==> src/rtl/uart_tx_stim.sv <==
// UART transmitter with byte FIFO: serialises 8N1/8E1/8O1 frames at CLKS_PER_BIT clocks per bit.
// States: IDLE = line high, waiting | START = start bit | DATA = 8 data bits | PARITY = parity bit | STOP = stop bit(s)
module uart_tx_stim #(
    parameter int CLKS_PER_BIT = 868,
    parameter int FIFO_AW      = 4,
    parameter int PARITY_EN    = 0,
    parameter int PARITY_ODD   = 0,
    parameter int STOP_BITS    = 1
) (
    input  logic               clk,
    input  logic               rst,
    input  logic [7:0]         din,
    input  logic               din_valid,
    output logic               din_ready,
    output logic               tx,
    output logic               busy,
    output logic [FIFO_AW:0]   fifo_count,
    output logic               frame_done
);

    localparam int DEPTH = 1 << FIFO_AW;
    localparam int BW    = (CLKS_PER_BIT > 1) ? $clog2(CLKS_PER_BIT) : 1;
    localparam logic [BW-1:0]    BAUD_LAST = BW'(CLKS_PER_BIT - 1);
    localparam logic [BW-1:0]    BAUD_ONE  = BW'(1);
    localparam logic [FIFO_AW:0] CNT_FULL  = (FIFO_AW + 1)'(DEPTH);
    localparam logic [FIFO_AW:0] CNT_ONE   = (FIFO_AW + 1)'(1);
    localparam logic [FIFO_AW-1:0] PTR_ONE = FIFO_AW'(1);
    localparam logic [2:0]       STOP_LAST = 3'(STOP_BITS - 1);
    localparam logic             ODD_BIT   = (PARITY_ODD != 0);

    typedef enum logic [2:0] {IDLE, START, DATA, PARITY, STOP} state_t;

    state_t              state, state_nxt;
    logic [7:0]          mem [DEPTH];
    logic [FIFO_AW-1:0]  wr_ptr, rd_ptr;
    logic [BW-1:0]       baud_cnt, baud_nxt;
    logic [2:0]          bit_cnt, bit_nxt;
    logic [7:0]          shift, shift_nxt;
    logic                par_bit, par_nxt;
    logic                tx_nxt, done_nxt;
    logic                push, pop, fifo_empty, bit_end;

    assign din_ready  = (fifo_count != CNT_FULL);
    assign push       = din_valid & din_ready;
    assign fifo_empty = (fifo_count == '0);
    assign busy       = (state != IDLE) | !fifo_empty;
    assign bit_end    = (baud_cnt == BAUD_LAST);

    always_ff @(posedge clk) begin
        if (push)
            mem[wr_ptr] <= din;
    end

    always_ff @(posedge clk or posedge rst) begin
        if (rst) begin
            wr_ptr     <= '0;
            rd_ptr     <= '0;
            fifo_count <= '0;
        end else begin
            if (push)
                wr_ptr <= wr_ptr + PTR_ONE;
            if (pop)
                rd_ptr <= rd_ptr + PTR_ONE;
            case ({push, pop})
                2'b10:   fifo_count <= fifo_count + CNT_ONE;
                2'b01:   fifo_count <= fifo_count - CNT_ONE;
                default: fifo_count <= fifo_count;
            endcase
        end
    end

    always_ff @(posedge clk or posedge rst) begin
        if (rst) begin
            state      <= IDLE;
            baud_cnt   <= '0;
            bit_cnt    <= '0;
            shift      <= '0;
            par_bit    <= 1'b0;
            tx         <= 1'b1;
            frame_done <= 1'b0;
        end else begin
            state      <= state_nxt;
            baud_cnt   <= baud_nxt;
            bit_cnt    <= bit_nxt;
            shift      <= shift_nxt;
            par_bit    <= par_nxt;
            tx         <= tx_nxt;
            frame_done <= done_nxt;
        end
    end

    // tx is computed one cycle ahead so the line changes exactly on the bit boundary
    always_comb begin
        state_nxt = state;
        baud_nxt  = bit_end ? '0 : baud_cnt + BAUD_ONE;
        bit_nxt   = bit_cnt;
        shift_nxt = shift;
        par_nxt   = par_bit;
        tx_nxt    = tx;
        done_nxt  = 1'b0;
        pop       = 1'b0;
        case (state)
            IDLE: begin
                tx_nxt   = 1'b1;
                baud_nxt = '0;
                pop      = !fifo_empty;
            end
            START: begin
                if (bit_end) begin
                    state_nxt = DATA;
                    bit_nxt   = '0;
                    tx_nxt    = shift[0];
                end
            end
            DATA: begin
                if (bit_end) begin
                    shift_nxt = shift >> 1;
                    if (bit_cnt == 3'd7) begin
                        bit_nxt = '0;
                        if (PARITY_EN != 0) begin
                            state_nxt = PARITY;
                            tx_nxt    = par_bit;
                        end else begin
                            state_nxt = STOP;
                            tx_nxt    = 1'b1;
                        end
                    end else begin
                        bit_nxt = bit_cnt + 3'd1;
                        tx_nxt  = shift[1];
                    end
                end
            end
            PARITY: begin
                if (bit_end) begin
                    state_nxt = STOP;
                    bit_nxt   = '0;
                    tx_nxt    = 1'b1;
                end
            end
            STOP: begin
                if (bit_end) begin
                    if (bit_cnt == STOP_LAST) begin
                        done_nxt  = 1'b1;
                        state_nxt = IDLE;
                        tx_nxt    = 1'b1;
                        pop       = !fifo_empty;
                    end else begin
                        bit_nxt = bit_cnt + 3'd1;
                    end
                end
            end
            default: begin
                state_nxt = IDLE;
                tx_nxt    = 1'b1;
            end
        endcase
        // a pop always starts a new frame, whether from IDLE or straight out of STOP
        if (pop) begin
            shift_nxt = mem[rd_ptr];
            par_nxt   = (^mem[rd_ptr]) ^ ODD_BIT;
            state_nxt = START;
            baud_nxt  = '0;
            bit_nxt   = '0;
            tx_nxt    = 1'b0;
        end
    end

endmodule

==> config.mk <==
export PLATFORM = sky130hd
export DESIGN_NAME = uart_tx_stim
export DESIGN_NICKNAME = d
export VERILOG_FILES = /design/src/rtl/uart_tx_stim.sv
export SDC_FILE = /design/constraint.sdc
export NUM_CORES = 1
export LEC_CHECK = 0
export ABC_CLOCK_PERIOD_IN_PS = 3700
export BUFFER_PORTS_ARGS = -buffer_cell sky130_fd_sc_hd__buf_2
export CAP_MARGIN = 30
export CORE_MARGIN = 5
export CORE_UTILIZATION = 30
export CTS_BUF_LIST = sky130_fd_sc_hd__clkbuf_8
export CTS_CLUSTER_SIZE = 16
export DETAILED_ROUTE_END_ITERATION = 6
export GPL_TIMING_DRIVEN = 1
export SYNTH_ARGS = -nofsm -noshare
export SYNTH_HDL_FRONTEND = slang
export SYNTH_SLANG_ARGS = --single-unit
==> constraint.sdc <==
create_clock -name clk -period 3.7 [get_ports clk]
set_input_delay 0.555 -clock clk [delete_from_list [all_inputs] [get_ports clk]]
set_output_delay 0.555 -clock clk [all_outputs]
set_load 0.01 [all_outputs]
# --- Word level (Yosys, flattened, before mapping) ---
# Memory sizes are Yosys's and may differ from the RTL's.
# Index checks and enable logic that the tools add are counted.
totals:
  ram_bits: 128
  latchBits: 0
  mem_bits_ro: 0
  input_bits: 11
  mem_count: 1
  regBits: 39
  word_cells: 88
memory_table:
  columns: ["memory", "words", "word_bits", "read_ports", "rd_ports_with_merged_regs", "wr", "line_no", "text"]
  rows:
  - ["mem", 16, 8, 1, 0, 1, "34", "logic [7:0] mem [DEPTH];"]
op_classes:
  order_cmp: 0
  add_sub_neg: 6
  n_eq_ne: 18
  reduce_logical: 14
  n_mul: 0
  bitwise: 2
  div: 0
  n_shift: 0
  n_mux: 38
ops:
  columns: ["op", "n"]
  rows:
  - ["two-way mux 3 bit", 13]
  - ["two-way mux 10 bit", 3]
  - ["two-way mux 8 bit", 3]
  - ["!= test 3 bit, second input constant", 7]
  - ["case mux 3 bit (5 select lines)", 1]
  - ["two-way mux 1 bit", 14]
  - ["adder 10 x 1 -> 10 bit, second input constant", 1]
  - ["equality test 10 bit, second input constant", 1]
  - ["case mux 5 bit (2 select lines)", 1]
  - ["AND reduction 5 bit", 2]
  - ["case mux 3 bit (3 select lines)", 1]
  - ["adder 4 x 1 -> 4 bit, second input constant", 2]
  - ["AND reduction 7 bit", 1]
  - ["equality test 3 x 2 -> 1 bit, second input constant", 2]
  - ["equality test 3 bit, second input constant", 2]
  - ["logical NOT 3 bit", 2]
  - ["nonzero test 2 bit", 3]
  - ["adder 5 x 1 -> 5 bit, second input constant", 1]
  - ["logical NOT 5 bit", 1]
  - ["!= test 5 bit, second input constant", 1]
  - ["subtractor 5 x 1 -> 5 bit, second input constant", 1]
  - ["case mux 1 bit (4 select lines)", 1]
  - ["nonzero test 4 bit", 1]
  - ["adder 3 x 1 -> 3 bit, second input constant", 1]
  - ["12 further kinds", 12]

# --- Logic depth before layout (Yosys ltp) ---
logic_depth:
  depth_word: 7
  mapped_depth: 16
  depth_no_buf: 14

# --- Worst setup path before layout ---
# No wires, ideal clock.
synth_timing:
  path_type: "reg2reg"
  startpoint: "reg fifo_count[1]"
  endpoint: "reg fifo_count[4]"
  path_slack_ns: 0.796
  required_ns: 3.569
  setup_time_ns: 0.131
  stages_incl_launch_ff: 16
  period_less_slack_ns: 2.904
  arrival_time_ns: 2.773
  cell_sequence: "dfrtp_1 buf_6 or4_4 o21ai_2 a21o_4 inv_2 buf_6 ha_1 clkbuf_1 xor2_1 ha_1 o211ai_1 a21oi_1 a31oi_1 nor2_1 xor2_1"
synth_via:
  elab_chain_len: 7
  elab_cells_between_ends: 13
synth_rtl:
  columns: ["element", "line_no", "text"]
  rows:
  - ["from (decl)", "17", "output logic [FIFO_AW:0] fifo_count,"]
  - ["from (signal assigned)", "65", "2'b10: fifo_count <= fifo_count + CNT_ONE;"]
  - ["from (signal assigned)", "66", "2'b01: fifo_count <= fifo_count - CNT_ONE;"]
  - ["from (signal assigned)", "67", "default: fifo_count <= fifo_count;"]
  - ["logical NOT 5 bit (*)", "45", "assign fifo_empty = (fifo_count == '0);"]
  - ["logical NOT 1 bit (*)", "106, 146", null]
  - ["two-way mux 1 bit", "142", "if (bit_cnt == STOP_LAST) begin"]
  - ["two-way mux 1 bit", "141", "if (bit_end) begin"]
  - ["case mux 1 bit (2 select lines) (*)", "102", "case (state)"]
  - ["net pop", "41", "logic push, pop, fifo_empty, bit_end;"]
  - ["equality test 2 x 1 -> 1 bit / equality test 2 bit (equally long branches)", "64", "case ({push, pop})"]
  - ["case mux 5 bit (2 select lines) / nonzero test 2 bit (equally long branches)", null, null]
# The timed path passes the listed nets; every way through them passes the cells marked *.
# A chain may end at the register's enable or synchronous reset.

# --- Worst setup path in the final report ---
layout_timing:
  startpoint: "reg baud_cnt[0]"
  endpoint: "reg fifo_count[4]"
layout_via:
  elab_chain_len: 5
  elab_cells_between_ends: 7
layout_rtl:
  columns: ["element", "line_no", "text"]
  rows:
  - ["from (decl)", "36", "logic [BW-1:0] baud_cnt, baud_nxt;"]
  - ["from (signal assigned)", "83", "baud_cnt <= baud_nxt;"]
  - ["equality test 10 bit (*)", "47", "assign bit_end = (baud_cnt == BAUD_LAST);"]
  - ["two-way mux 1 bit (*)", "141", null]
  - ["case mux 1 bit (2 select lines) (*)", "102", null]
  - ["equality test 2 x 1 -> 1 bit / equality test 2 bit (equally long branches)", "64", null]
  - ["case mux 5 bit (2 select lines) / nonzero test 2 bit (equally long branches)", null, null]
# Every way passes the cells marked *; elsewhere a longest branch is shown, timed or not.

==> impl_metrics.py <==
metrics = {
    "route": {
        "vias_per_cell": 4.66,
        "drtAntennaViolNets": 0,
        "post-route-drc-count": 0,
        "dr_total_vias": 3681,
        "drtIter0Drc": 257,
        "drt_first_pass_iters": 5,
        "wl_mm": 13.8,
        "wl_per_cell_um": 17.5,
    },
    "clock_network": {
        "post-cts-setup-buffers": 0,
        "cts_tree": "done",
        "tritoncts.num_buffers": 17,
        "path_clk_slew_ps": 100,
        "numClockSinks": 167,
        "cts-resized-gates": 0,
        "clk_root_buffer_cell": "clkbuf_8",
        "clock_path_buffers": 2,
        "h-tree-depth": 4,
        "clk-insertion-delay-late_ps": 470,
        "cts_hold_repair.buffers": 0,
    },
    "sta": {
        "post-route-period-util_pct": 87.8,
        "worst-slew-pin-transition_ps": 1010,
        "timing.final.setup_violations": 0,
        "timing.setup.tns_ps": 0,
        "max_slew_margin_pct": 32.5,
        "fin_crit_period_ps": 3250,
        "setup_ws_ps": 451,
        "grt_setup_unrepaired": "false",
        "max_clock_freq_ghz": 0.308,
        "number_of_failing_hold_endpoints_at_the_final_stage": 0,
        "timing.final.max_slew_violations": 0,
        "skew_ps": 18.8,
    },
    "yosys": {
        "syn_nets": 451,
        "async_reset_ff_share_pct": 23.4,
        "synth_enable_flop_cells": 128,
        "ys_warn_count": 0,
        "synth_top_family_by_area": "multiplexers",
        "synthTopCellsByArea": "edfxtp_1 55%, dfrtp_1 14%, mux4_2 10%, ha_1 2.3%, nor2_1 1.6%",
        "synth_mux_area_share_pct": 12.2,
        "synth_compound_gate_area_share_pct": 4.68,
        "synth_largest_area_cell": "edfxtp_1",
        "synth-seq-area-share_pct": 68.8,
        "post_synth_and_or_nand_nor_area_fraction_pct": 7.25,
        "synth-adder-area-share_pct": 2.32,
        "postSynthRegisterBits": 167,
        "yosysTopAreaCellShare_pct": 54.8,
        "syn_inst": 427,
        "syn_avg_cell_area_um2": 16.4,
        "post_synth_xor_xnor_area_pct": 2.50,
        "dominant_register_cell_in_the_synthesized_netlist": "edfxtp_1",
        "yosysUniqueCellTypes": 51,
        "syn-cell-area_mm2": 0.00701,
    },
    "layout": {
        "drive_above_1_share_pct": 22.9,
        "layout_commonest_cell": "edfxtp_1",
        "final_cell_mix": "128 x edfxtp_1, 37 x dfrtp_1, 32 x mux4_2, 29 x nor2_1, 20 x buf_2",
        "antenna_cells": 0,
        "layout.cells.non_filler": 790,
        "layout.nets": 482,
        "final_core_utilization_pct": 33.9,
        "area_growth_pct": 12.7,
    },
    "power_and_ir_drop": {
        "power.static_leakage_nw": 2.80,
        "power.density_cell_area_mw_per_mm2": 666,
        "irDropWorstVdd_v": 0.000220,
    },
    "worst_setup_path": {
        "critical-path-top-delay-family": "adder cells",
        "cp-startpoint": "baud_cnt[0]",
        "path_common_cell": "ha_1",
        "arrival_ps": 3600,
        "cp-end-kind": "register",
        "critical_path.reg2reg.startpoint": "baud_cnt[0]",
        "type_of_the_setup_path_with_the_least_slack": "register to register",
        "critPathMaxFanout": 15,
        "crit_path_cells": "ha_1, and4bb_1, nand4_1, a21o_4, inv_2, ha_1, xor2_1, ha_1, nor2b_1, o21ai_0, a31oi_1, nor2_1, xor2_1",
        "crit_required_ps": 4060,
        "timing.critical_path.slowest_stage_cell": "dfrtp_1",
        "critical_path.max_stage_delay_ps": 390,
        "critical_path.n_buffers_inverters": 1,
        "timing.critical_path.from_type": "register",
    },
    "global_routing": {
        "grt-ovfl-total": 0,
        "grt_antenna_before_repair": 0,
        "wire_length_of_the_first_global_routing_pass_mm": 22.4,
        "grt_start_max_net_pins": 34,
        "groute.usage.overall_pct": 11.2,
        "grt_pass1_vias": 3934,
    },
    "outcome": {
        "status": "finished, final reports clean",
    },
    "floorplanning": {
        "core_footprint_mm2": 0.0233,
        "num_rows": 56,
        "ios": 20,
        "start_util_pct": 30.1,
        "fp.dieArea_mm2": 0.0265,
        "chipHeight_um": 163,
        "die-width_um": 163,
    },
    "place": {
        "placement.io_buffers": 19,
        "place.detailed.hpwl_mm": 9.41,
        "place.detailed.instances": 757,
        "routability_congestion_estimate_from_global_placement": 0.780,
        "dp_worst_setup_slack_ps": 488,
    },
    "min_path": {
        "hold_path.class": "input pin to async pin",
    },
    "job": {
        "maxCapViolations": 0,
    },
}
-- layer usage --
metal / track usage (%) / part of all wire (%) / vias up / routed length [um]
met5: 0 / 0 / - / 0
met4: 3.09 / 1.1 / 0 / 152
met3: 2.78 / 4.7 / 9 / 650
met2: 19.3 / 52 / 75 / 7160
met1: 14.2 / 42 / 1894 / 5860
li1: - / - / 1703 / -
-- metrics by stage --
step / cell area [um2] / hold WS, ps / power (mW)
after floorplan: 7010 / 447 / 3.66
after global placement: 7490 / 462 / 4.01
after detailed placement: 7500 / 470 / 4.08
after CTS: 7890 / 304 / 5.33
after global routing: 7900 / 365 / 5.59
final: 7900 / 283 / 5.26
-- cell families (layout without fill, tap and decap cells) --
| logic type | Yosys count | after routing |
|---|---|---|
| compound gates | 49 | 49 |
| xor+xnor | 20 | 20 |
| flops | 167 | 167 |
| mux | 45 | 45 |
| simple gates | 99 | 99 |
| buf+inv | 34 | 78 |
| fa+ha+maj | 13 | 13 |
-- power by group --
| part | switching (mW) | internal (mW) | total (mW) |
|---|---|---|---|
| sequential | 0.285 | 2.33 | 2.61 |
| combinational | 0.715 | 0.684 | 1.40 |
| clock | 0.752 | 0.501 | 1.25 |
-- final timing paths --
path | slack (ps) | depth (start not counted) | end
setup / recovery | 450 | 13 | fifo_count[4]
hold / removal | 280 | 2 | baud_cnt[2]
setup reg to reg | 450 | 13 | fifo_count[4]
hold reg to reg | 480 | 1 | baud_cnt[0]
max in group asynchronous | 2590 | 3 | tx
min in group clk | 460 | 1 | mem[14][0]
-- worst register-to-register path: cells and delay by family, from the launching register on --
kind,cells,cell delay (ps)
adder cells (fa/ha/maj),3,890
buffers and inverters,1,220
XOR/XNOR,2,340
AO/OA/AOI/OAI,3,600
flip-flops,1,390
AND/OR/NAND/NOR,4,710
-- synth_stat cells, drive strengths merged (2+ instances only) --
cell      n
nor3      7
nor2b     4
a21oi    12
xnor2     9
nor4      2
o22ai     3
clkbuf    7
nand2    18
edfxtp  128
ha       13
and2      4
nand4     5
mux4     32
a21o      2
a22oi    14
mux2i     9
mux2      4
o21ai    10
xor2     11
buf      16
nand3     5
nand2b    6
and3     10
nor3b     3
dfrtp    38
inv      11
nor2     29
-- flip-flops by register name (all words and copies together) (netlist names), 3 cells and up --
| signal | flops |
|---|---|
| wr_ptr | 4 |
| baud_cnt | 10 |
| state | 3 |
| fifo_count | 5 |
| rd_ptr | 4 |
| shift | 8 |
| mem | 128 |
| bit_cnt | 3 |
-- area by class of cell --
class / count / area [um2]
Timing Repair Buffer: 35 / 213
Tap cell: 319 / 399
Clock buffer: 17 / 234
Fill cell: 2269 / 15400
Multi-Input combinational cell: 226 / 2030
Clock inverter: 15 / 158
Inverter: 11 / 41.3
Sequential cell: 167 / 4820
No activity file was read; power rests on OpenSTA's default activity.
